`src/rtl/seven_seg_display.sv`:
```
// Multiplexed 8-digit common-anode seven-segment driver for the two Pong scores.
// Each score is shown as two decimal digits. Right score uses digits 1:0, left score uses digits 7:6.
module seven_seg_display #(
    parameter int unsigned REFRESH_BITS = 20
) (
    input  logic       clk,
    input  logic       rst_n,
    input  logic [3:0] rightPlayerScore,
    input  logic [3:0] leftPlayerScore,
    output logic [7:0] anode,
    output logic [7:0] cathode
);

    localparam logic [7:0] BLANK = 8'hFF;

    typedef enum logic [2:0] {
        DIG_RIGHT_ONES = 3'd0,
        DIG_RIGHT_TENS = 3'd1,
        DIG_LEFT_ONES  = 3'd6,
        DIG_LEFT_TENS  = 3'd7
    } digit_e;

    logic [REFRESH_BITS-1:0] refresh_cnt;
    logic [2:0]              sel;

    logic       right_tens_on;
    logic       left_tens_on;
    logic [3:0] right_ones;
    logic [3:0] left_ones;

    logic [7:0] next_anode;
    logic [7:0] next_cathode;

    // Active-low segment patterns {dp,g,f,e,d,c,b,a}; dp is never lit.
    function automatic logic [7:0] seg_code(input logic [3:0] digit);
        logic [7:0] code;
        code = BLANK;
        case (digit)
            4'd0: code = 8'hC0;
            4'd1: code = 8'hF9;
            4'd2: code = 8'hA4;
            4'd3: code = 8'hB0;
            4'd4: code = 8'h99;
            4'd5: code = 8'h92;
            4'd6: code = 8'h82;
            4'd7: code = 8'hF8;
            4'd8: code = 8'h80;
            4'd9: code = 8'h90;
            default: code = BLANK;
        endcase
        return code;
    endfunction

    assign sel = refresh_cnt[REFRESH_BITS-1 -: 3];

    // Scores never exceed 15, so a single compare-and-subtract gives the decimal split.
    assign right_tens_on = (rightPlayerScore >= 4'd10);
    assign left_tens_on  = (leftPlayerScore  >= 4'd10);
    assign right_ones    = right_tens_on ? (rightPlayerScore - 4'd10) : rightPlayerScore;
    assign left_ones     = left_tens_on  ? (leftPlayerScore  - 4'd10) : leftPlayerScore;

    always_comb begin
        // NOTE: every output of this block gets a default first, so no path can infer a latch.
        next_anode   = BLANK;
        next_cathode = BLANK;
        case (sel)
            DIG_RIGHT_ONES: begin
                next_anode   = ~(8'b1 << sel);
                next_cathode = seg_code(right_ones);
            end
            DIG_RIGHT_TENS: begin
                next_anode   = ~(8'b1 << sel);
                next_cathode = right_tens_on ? seg_code(4'd1) : BLANK;
            end
            DIG_LEFT_ONES: begin
                next_anode   = ~(8'b1 << sel);
                next_cathode = seg_code(left_ones);
            end
            DIG_LEFT_TENS: begin
                next_anode   = ~(8'b1 << sel);
                next_cathode = left_tens_on ? seg_code(4'd1) : BLANK;
            end
            default: begin
                next_anode   = BLANK;
                next_cathode = BLANK;
            end
        endcase
    end

    // A blank tens digit still has its anode enabled, so each active digit gets a uniform duty cycle.
    always_ff @(posedge clk or negedge rst_n) begin
        if (!rst_n) begin
            refresh_cnt <= '0;
            anode       <= BLANK;
            cathode     <= BLANK;
        end else begin
            // NOTE: sequential state uses non-blocking assignments so all registers update together.
            refresh_cnt <= refresh_cnt + 1'b1;
            anode       <= next_anode;
            cathode     <= next_cathode;
        end
    end

endmodule

```
`config.mk`:
```
export PLATFORM = sky130hd
export DESIGN_NAME = seven_seg_display
export DESIGN_NICKNAME = d
export VERILOG_FILES = /design/src/rtl/seven_seg_display.sv
export SDC_FILE = /design/constraint.sdc
export NUM_CORES = 1
export LEC_CHECK = 0
export BUFFER_PORTS_ARGS = -buffer_cell sky130_fd_sc_hd__buf_2
export CAP_MARGIN = 40
export CORE_ASPECT_RATIO = 1.25
export CORE_UTILIZATION = 35
export CTS_CLUSTER_SIZE = 40
export DETAILED_ROUTE_END_ITERATION = 10
export PLACE_DENSITY = 0.52
export SYNTH_ARGS = -nofsm -noshare
export SYNTH_HDL_FRONTEND = slang
export SYNTH_SLANG_ARGS = --single-unit
```
`constraint.sdc`:
```
create_clock -name clk -period 1.8 [get_ports clk]
set_clock_uncertainty 0.2 [all_clocks]
set_input_delay 0.18 -clock clk [delete_from_list [all_inputs] [get_ports clk]]
set_output_delay 0.18 -clock clk [all_outputs]
set_load 0.01 [all_outputs]
```
======== Word-level counts from Yosys, hierarchy flattened ========
Memories as Yosys holds them, arrays and structs flattened.
Index checks and enable logic that the tools add are counted.
word-level totals
  register bits after elaboration ......... 36
  memory bits (read-only) ................. 224
  word-level logic and storage cells ...... 23
  memories kept ........................... 2
memory list
  name             words  width  read ports  clocked after Yosys merged registers in  write ports  RTL line  source
  (no name shown)  16     7      1           0                                        0            38        case (digit)
  (no name shown)  16     7      1           0                                        0            38
operators by class
  add/sub/neg operators ................... 3
  $lt $le $gt $ge ......................... 2
  equal/unequal tests ..................... 3
  shifts and indexed selects .............. 1
  mux-type cells .......................... 6
  bitwise logic cells ..................... 1
  reductions and logical operators ........ 2
operators with widths
  operator               count
  $pmux 8 s4             1
  $add 20x1->20 const B  1
  $ge 4x4->1 const B     2
  $mux 4                 2
  $mux 8                 1
  $not 8->8              1
  $shl 1x3->8 const A    1
  $sub 4x4->4 const B    2
  $eq 3x3->1 const B     2
  $mux 3                 2
  $reduce_or 4->1        1
  $eq 3x1->1 const B     1
  $logic_not 3->1        1

======== Logic depth before layout (Yosys ltp) ========
Gate-level depths: netlist of run 1.
An unclocked memory read counts as a cell.
  depth in word-level cells ............... 4
  gate-level depth with buffers ........... 10

======== Worst setup path after synthesis of run 1 ========
No wires, ideal clock.
  kind .................................... input to register
  from .................................... input rightPlayerScore[1]
  to ...................................... register cathode[5]
  setup time .............................. 82 ps
  arrival ................................. 1611 ps
  data required time ...................... 1518 ps
  setup slack ............................. -93 ps
  stages on the path ...................... 7
  path buffers ............................ 2
  cells stage by stage .................... buf_2 inv_1 ha_1 clkbuf_1 o21a_1 o32a_1 a211o_1
on the way
  longest elaborated chain between the ends .. 4
ends and longest elaborated chain
  what                                       RTL line  source
  from (decl)                                8         input logic [3:0] rightPlayerScore,
  $sub 4x4->4 or $ge 4x4->1 (tied branches)  59, 57
  $mux 4 *                                   59        assign right_ones = right_tens_on ? (rightPlayerScore - 4'd10) : rightPlayerScore;
  $mem_v2 16x7 *                             --
  $pmux 8 s4 *                               66        case (sel)
  named net next_cathode[5]                  32        logic [7:0] next_cathode;
  to (signal assigned)                       100       cathode <= next_cathode;
  to (decl)                                  11        output logic [7:0] cathode
Mark *: on every way through the listed nets, which the timed path passes. The rest lies on a longest branch.

======== Worst setup path in the final report of run 1 ========
  from .................................... register refresh_cnt[1]
  to ...................................... register refresh_cnt[10]
on the way
  longest elaborated chain between the ends .. 1
ends and longest elaborated chain
  what                    RTL line  source
  from (decl)             23        logic [REFRESH_BITS-1:0] refresh_cnt;
  from (signal assigned)  98        refresh_cnt <= refresh_cnt + 1'b1;
  $add 20x1->20           98
No other way between the ends.

==> results of run 1 <==
cells by family (layout without fill, tap and decap cells):
kind of cell               after synthesis  count (layout)  share of synthesized area, %
AOI/OAI and AO/OA                       57              57                          18.6
and+or+nand+nor                         75              75                          19.2
adders and majority gates                9               9                          5.31
other                                    1               5                         0.177
buffers and inverters                   23              69                          6.25
xor gates and xnor gates                20              20                          8.25
DFF                                     35              35                          42.2
Yosys cell counts (all sizes together) (2+ instances only):
cell type  number
nand2          23
dfrtp          20
nor2           17
a21oi          15
dfstp          15
xnor2          15
o21ai          13
buf            11
nand3          11
inv            10
ha              9
a31oi           6
and3            5
xor2            5
nand2b          4
nor2b           4
a22oi           3
nor3            3
a211oi          2
a32o            2
and4            2
clkbuf          2
o2111ai         2
o21a            2
o221ai          2
or2             2
power by group through the flow:
stage | clock network [mW] | logic [mW] | registers [mW]
CTS | 0.632 | 0.325 | 0.833
detailed placement | 0 | 0.323 | 0.847
floorplan | 0 | 0.188 | 0.861
finish | 0.616 | 0.323 | 0.832
global placement | 0 | 0.323 | 0.846
global route | 0.672 | 0.361 | 0.834
how the worst max path moves through the flow:
stage,startpoint,endpoint,slack (ns),cells past startpoint
global route,refresh_cnt[1],refresh_cnt[10],0.03,5
global placement,leftPlayerScore[1],cathode[6],-0.06,9
CTS,refresh_cnt[1],refresh_cnt[14],0.15,5
floorplan,rightPlayerScore[1],cathode[5],0.02,7
finish,refresh_cnt[1],refresh_cnt[10],0.18,5
detailed placement,leftPlayerScore[1],cathode[6],-0.08,9
worst min-delay path, cell delays in order:
cell and delay [ns]:
buf_2 0.11, buf_4 0.13, a21oi_2 0.07, o21ai_1 0.08, o21ai_1 0.06
layout make-up:
class                           count  area [sq um]  area share (%)
Clock buffer                        8           100            3.91
Inverter                           10          37.5            1.47
Multi-Input combinational cell    166          1120            43.7
Sequential cell                    35           895            34.9
Tap cell                           66          82.6            3.23
Timing Repair Buffer               51           325            12.7
through the flow:
stage | power (mW) | utilization [%] | setup TNS [ns]
6_report | 1.77 | 44.0 | 0
4_1_cts | 1.79 | 43.9 | 0
2_1_floorplan | 1.05 | - | 0
3_5_place_dp | 1.17 | 42.0 | -0.175
5_1_grt | 1.87 | 44.0 | 0
3_3_place_gp | 1.17 | 42.0 | -0.166
sequential cells by signal (all words and copies together) (netlist names):
signal / cells
anode: 8
refresh_cnt: 20
cathode: 7
timing repair:
item / CTS / global route
endpoints found under the setup margin: 0 / 2
gates resized for setup: 0 / 1
buffers inserted: 0 / 0
hold endpoints to repair: 20 / 0
hold buffers: 1 / 0
cells in the final DEF (no fill, tap or decap), types with 2 or more instances in the layout:
master	instances
o21ai_1	3
a21oi_1	11
a211oi_1	2
clkbuf_8	7
a21oi_2	4
or2_1	2
ha_1	9
o21ai_0	8
o2111ai_1	2
xnor2_1	15
o21ai_2	2
xor2_1	5
dfstp_2	15
nor2b_1	2
dfrtp_1	20
nand2b_1	3
conb_1	5
a22oi_1	3
nor3_1	2
inv_1	9
and3_1	5
nor2_2	3
a31oi_1	6
a32o_1	2
nor2_1	14
buf_2	24
buf_4	26
o21a_1	2
nand2_1	23
nand3_1	9
per-layer routing:
layer / global-route usage, % / part of all wire (%) / routed length (microns) / vias up
met2: 26.2 / 49 / 2160 / 28
li1: - / - / - / 862
met3: 3.16 / 2.4 / 108 / 5
met1: 19.5 / 48 / 2120 / 799
met5: 0 / 0 / 0 / -
met4: 4.81 / 1.2 / 53 / 0
==> flow_metrics.py, run 1 <==
metrics = {
    "run_status": {
        "status": "finished, final reports clean",
    },
    "timing": {
        "hold_viol": 0,
        "layout_setup_ws_ns": 0.184,
        "fin_crit_ns": 1.62,
        "fmax_mhz": 619,
        "setup_viol": 0,
        "fin_crit_sh_pct": 89.8,
        "timing.hold.ws_ns": 0.149,
        "drv_slew": 0,
        "rsz0062_at_grt": "false",
    },
    "worst_hold_path": {
        "hp-class": "in2reg",
        "hp-start": "rightPlayerScore[3]",
        "holdPathEnd": "cathode[6]",
        "worstHoldPathCells": 5,
    },
    "critical_path": {
        "crit_required_ns": 1.77,
        "path_delay_family": "simple AND/OR/NAND/NOR gates",
        "r2r_end": "refresh_cnt[10]",
        "reg2reg_from": "refresh_cnt[1]",
        "max_stage_delay_ns": 0.39,
        "r2r_setup_slack_ns": 0.18,
        "worstPathBufferInverterCount": 0,
        "crit_top_cell": "nand3_1",
        "critPathArrivalTime_ns": 1.59,
        "crit_fanout": 4,
        "crit_chain": "ha_1 -> nand3_1 -> nor2_1 -> nand3_1 -> xnor2_1",
        "end_kind": "flip-flop",
        "r2r_cells": 5,
        "slowest_stage": "dfrtp_1",
        "worst_setup_path_start_kind": "flip-flop",
        "worstSetupPathType": "reg2reg",
    },
    "drt": {
        "via_per_inst": 5.04,
        "wl_per_cell_microns": 13.2,
        "antenna_left": 0,
        "drt-total-wl_mm": 4.44,
        "vias": 1694,
        "remaining_drc_errors": 0,
        "drtIter0Drc": 57,
        "firstDrtPassIters": 4,
    },
    "global_route": {
        "grt_max_degree": 36,
        "grt_usage_pct": 15.3,
        "grt_pass1_vias": 1666,
        "grt_overflow": 0,
        "antenna_found_initial": 0,
        "grt_pass1_wl_mm": 7.67,
    },
    "clocking": {
        "numCtsBuffers": 5,
        "cts_tree": "built",
        "clockBufferDepth": 2,
        "clk_pin_slew_ns": 0.07,
        "clock_latency_ns": 0.29,
        "numClockSinks": 35,
        "ctsRootBufferMaster": "clkbuf_8",
        "htree_levels": 2,
    },
    "synth": {
        "synth.distinct_cells": 55,
        "synthTopCellsByArea": "dfrtp_1 (24%), dfstp_2 (19%), xnor2_1 (6.2%)",
        "yosysWarnings": 0,
        "synth_flop_cell": "dfrtp_1",
        "ys_seq_elements": 35,
        "synthDominantCellAreaShare_pct": 23.6,
        "syn_inst": 220,
        "synth-edff-count": 0,
        "syn_avg_cell_area_sq_um": 9.65,
        "ys_async_sr_fraction_pct": 100,
        "seq_area_frac_synth_pct": 42.2,
        "netlist_area_sq_um": 2120,
        "yosysTopAreaCell": "dfrtp_1",
    },
    "place": {
        "dpl.cell_count": 327,
        "postPlaceCellArea_sq_um": 2440,
        "io_buffer_count": 24,
        "gp_congestion": 0.843,
        "hpwl_mm": 3.27,
        "dp_slack_ns": -0.0826,
    },
    "pwr": {
        "ir_worst_vdd_uv": 316,
        "pwr-share-comb_pct": 18.2,
        "pwr-share-clk_pct": 34.8,
        "p_switching_mw": 0.451,
        "intPower_mw": 1.32,
        "seq_power_share_pct": 47.0,
        "p_sw_share_pct": 25.5,
        "p_leak_nw": 1.17,
        "powerDensity_nw_per_um2": 692,
    },
    "final_layout": {
        "fin_cells": 336,
        "antenna_cells": 0,
        "stdcell_area_sq_um": 2560,
        "drive_gt1_share_pct": 33.3,
        "final_nets": 288,
        "area_growth_pct": 20.6,
        "n_fill_cell": 589,
    },
    "die": {
        "start_util_pct": 36.5,
        "die_area_sq_um": 6380,
        "coreArea_sq_um": 5820,
        "die_w_microns": 71.6,
        "rows": 31,
        "io_pins": 26,
        "die-height_microns": 89.1,
    },
    "job": {
        "drv_cap": 0,
    },
}
Note: power is estimated with default switching activity, not from simulation.
==> run 2, diff against run 1 <==
==> constraint.sdc (replaced) <==
create_clock -name clk -period 1.8 [get_ports clk]
set_clock_uncertainty 0.2 [all_clocks]
set_input_delay 0.09 -clock clk [delete_from_list [all_inputs] [get_ports clk]]
set_output_delay 0.09 -clock clk [all_outputs]
set_load 0.01 [all_outputs]
==> run 2 against run 1 <==
Against the previous run:
- clock power shrank 2%
- clock-buffer cell count is the same
- setup slack lost 0.018 ns
- total power shrank 0.84%
- critical path depth is the same
- non-clock buffer count shrank 1
- largest cell class unchanged
- largest power group unchanged
==> flow_metrics.py, run 2 (synthesized netlist as in run 1, its figures left out) <==
metrics = {
    "run_status": {
        "status": "finished, final reports clean",
    },
    "global_route": {
        "grt.busiest_layer": "met2",
        "grt_pass1_vias": 1724,
        "grt_use_met1_pct": 17.6,
        "grt_max_degree": 36,
        "grt_overflow": 0,
        "grt_usage_pct": 15.2,
        "grt.met3_usage_pct": 2.93,
        "antenna_found_initial": 0,
        "grt.met2_usage_pct": 28.0,
        "grt_pass1_wl_mm": 7.64,
    },
    "timing": {
        "fmax_mhz": 612,
        "fin_setup_tns_ns": 0,
        "fin_crit_ns": 1.63,
        "hold_viol": 0,
        "drv_slew": 0,
        "rsz0062_at_grt": "false",
        "fin_crit_sh_pct": 90.8,
        "setup_viol": 0,
    },
    "critical_path": {
        "end_kind": "flip-flop",
        "reg2reg_from": "refresh_cnt[6]",
        "worst_setup_path_start_kind": "flip-flop",
        "r2r_setup_slack_ns": 0.17,
        "crit_fanout": 5,
        "crit_required_ns": 1.77,
        "max_stage_delay_ns": 0.42,
        "r2r_cells": 5,
        "worstPathBufferInverterCount": 0,
        "critPathArrivalTime_ns": 1.60,
        "path_delay_family": "simple AND/OR/NAND/NOR gates",
        "worstSetupPathType": "reg2reg",
        "crit_chain": "and4_1 -> nand3_1 -> nor3_2 -> nand2_1 -> xnor2_1",
        "r2r_end": "refresh_cnt[16]",
        "slowest_stage": "dfrtp_1",
    },
    "worst_hold_path": {
        "holdPathEnd": "cathode[5]",
        "worstHoldPathCells": 3,
        "hp-start": "rightPlayerScore[0]",
        "hp-class": "in2reg",
    },
    "clocking": {
        "clockBufferDepth": 2,
        "cts_tree": "built",
        "numClockSinks": 35,
        "clk_pin_slew_ns": 0.07,
        "cts_hold_buf": 2,
        "htree_levels": 2,
        "post_cts.repair.setup_buffers": 0,
        "numCtsBuffers": 5,
        "cts-resized-gates": 0,
        "ctsRootBufferMaster": "clkbuf_8",
        "clock_latency_ns": 0.28,
    },
    "drt": {
        "wl_per_cell_microns": 13.2,
        "via_per_inst": 5.11,
        "drt-total-wl_mm": 4.44,
        "remaining_drc_errors": 0,
        "vias": 1711,
        "antenna_left": 0,
        "firstDrtPassIters": 4,
        "drtIter0Drc": 90,
    },
    "place": {
        "io_buffer_count": 24,
        "hpwl_mm": 3.39,
        "gp_congestion": 0.802,
    },
    "final_layout": {
        "regArea_sq_um": 895,
        "multiInputGateArea_sq_um": 1110,
        "largest-register": "refresh_cnt",
        "largest_register_ffs": 20,
        "mostFrequentLayoutCells": "buf_2 (24), buf_4 (24), nand2_1 (23)",
        "antenna_cells": 0,
        "final_nets": 287,
        "drive_gt1_share_pct": 32.0,
        "area_growth_pct": 19.9,
        "reg_top3": "refresh_cnt (20), anode (8), cathode (7)",
        "n_fill_cell": 582,
    },
    "pwr": {
        "ir_worst_vdd_uv": 288,
        "p_leak_nw": 1.15,
        "powerDensity_nw_per_um2": 690,
        "power_mw": 1.76,
    },
    "die": {
        "io_pins": 26,
        "die-height_microns": 89.1,
        "rows": 31,
        "coreArea_sq_um": 5820,
        "start_util_pct": 36.5,
        "die_w_microns": 71.6,
        "die_area_sq_um": 6380,
    },
    "job": {
        "drv_cap": 0,
    },
}
[run 2: how the worst max path moves through the flow]
stage / depth (start not counted) / end / from / slack (ns)
final: 5 / refresh_cnt[16] / refresh_cnt[6] / 0.17
after floorplan: 7 / cathode[5] / rightPlayerScore[1] / 0.02
after detailed placement: 8 / cathode[5] / leftPlayerScore[1] / -0.01
after global routing: 5 / refresh_cnt[16] / refresh_cnt[6] / 0.02
after global placement: 8 / cathode[5] / leftPlayerScore[1] / -0.006
after CTS: 5 / refresh_cnt[18] / refresh_cnt[6] / 0.16
[run 2: area by class of cell]
cell class / count / area share, %
Clock buffer: 8 / 3.93
Timing Repair Buffer: 50 / 12.6
Multi-Input combinational cell: 166 / 43.6
Sequential cell: 35 / 35.2
Tap cell: 66 / 3.24
Inverter: 10 / 1.47
[run 2: stage by stage]
stage | cells | utilization (%) | setup slack, ns | hold slack, ns | area (sq um)
after global routing | 335 | 43.7 | 0.0185 | 0.0839 | 2540
after CTS | 335 | 43.7 | 0.155 | 0.0531 | 2540
after global placement | 325 | 41.7 | -0.00583 | -0.0488 | 2420
after detailed placement | 325 | 41.7 | -0.0145 | -0.0510 | 2420
final | 335 | 43.7 | 0.166 | 0.0746 | 2540
after floorplan | 224 | - | 0.0234 | -0.406 | 2140
[run 2: metal layers]
layer / part of all wire (%) / up-vias
met5: 0 / -
met4: 1.8 / 0
met3: 2.7 / 8
met2: 53 / 34
met1: 43 / 813
li1: - / 856
[run 2: report_power, final]
group	internal (mW)	switching (mW)	total [mW]
clock network	0.349	0.255	0.604
registers	0.827	0.00754	0.835
logic	0.139	0.177	0.317
[run 2: worst reg2reg max path: cells and delay by family, from the launching register on]
kind | cells | cell delay [ns]
DFF | 1 | 0.42
xor gates and xnor gates | 1 | 0.13
and+or+nand+nor | 4 | 0.77
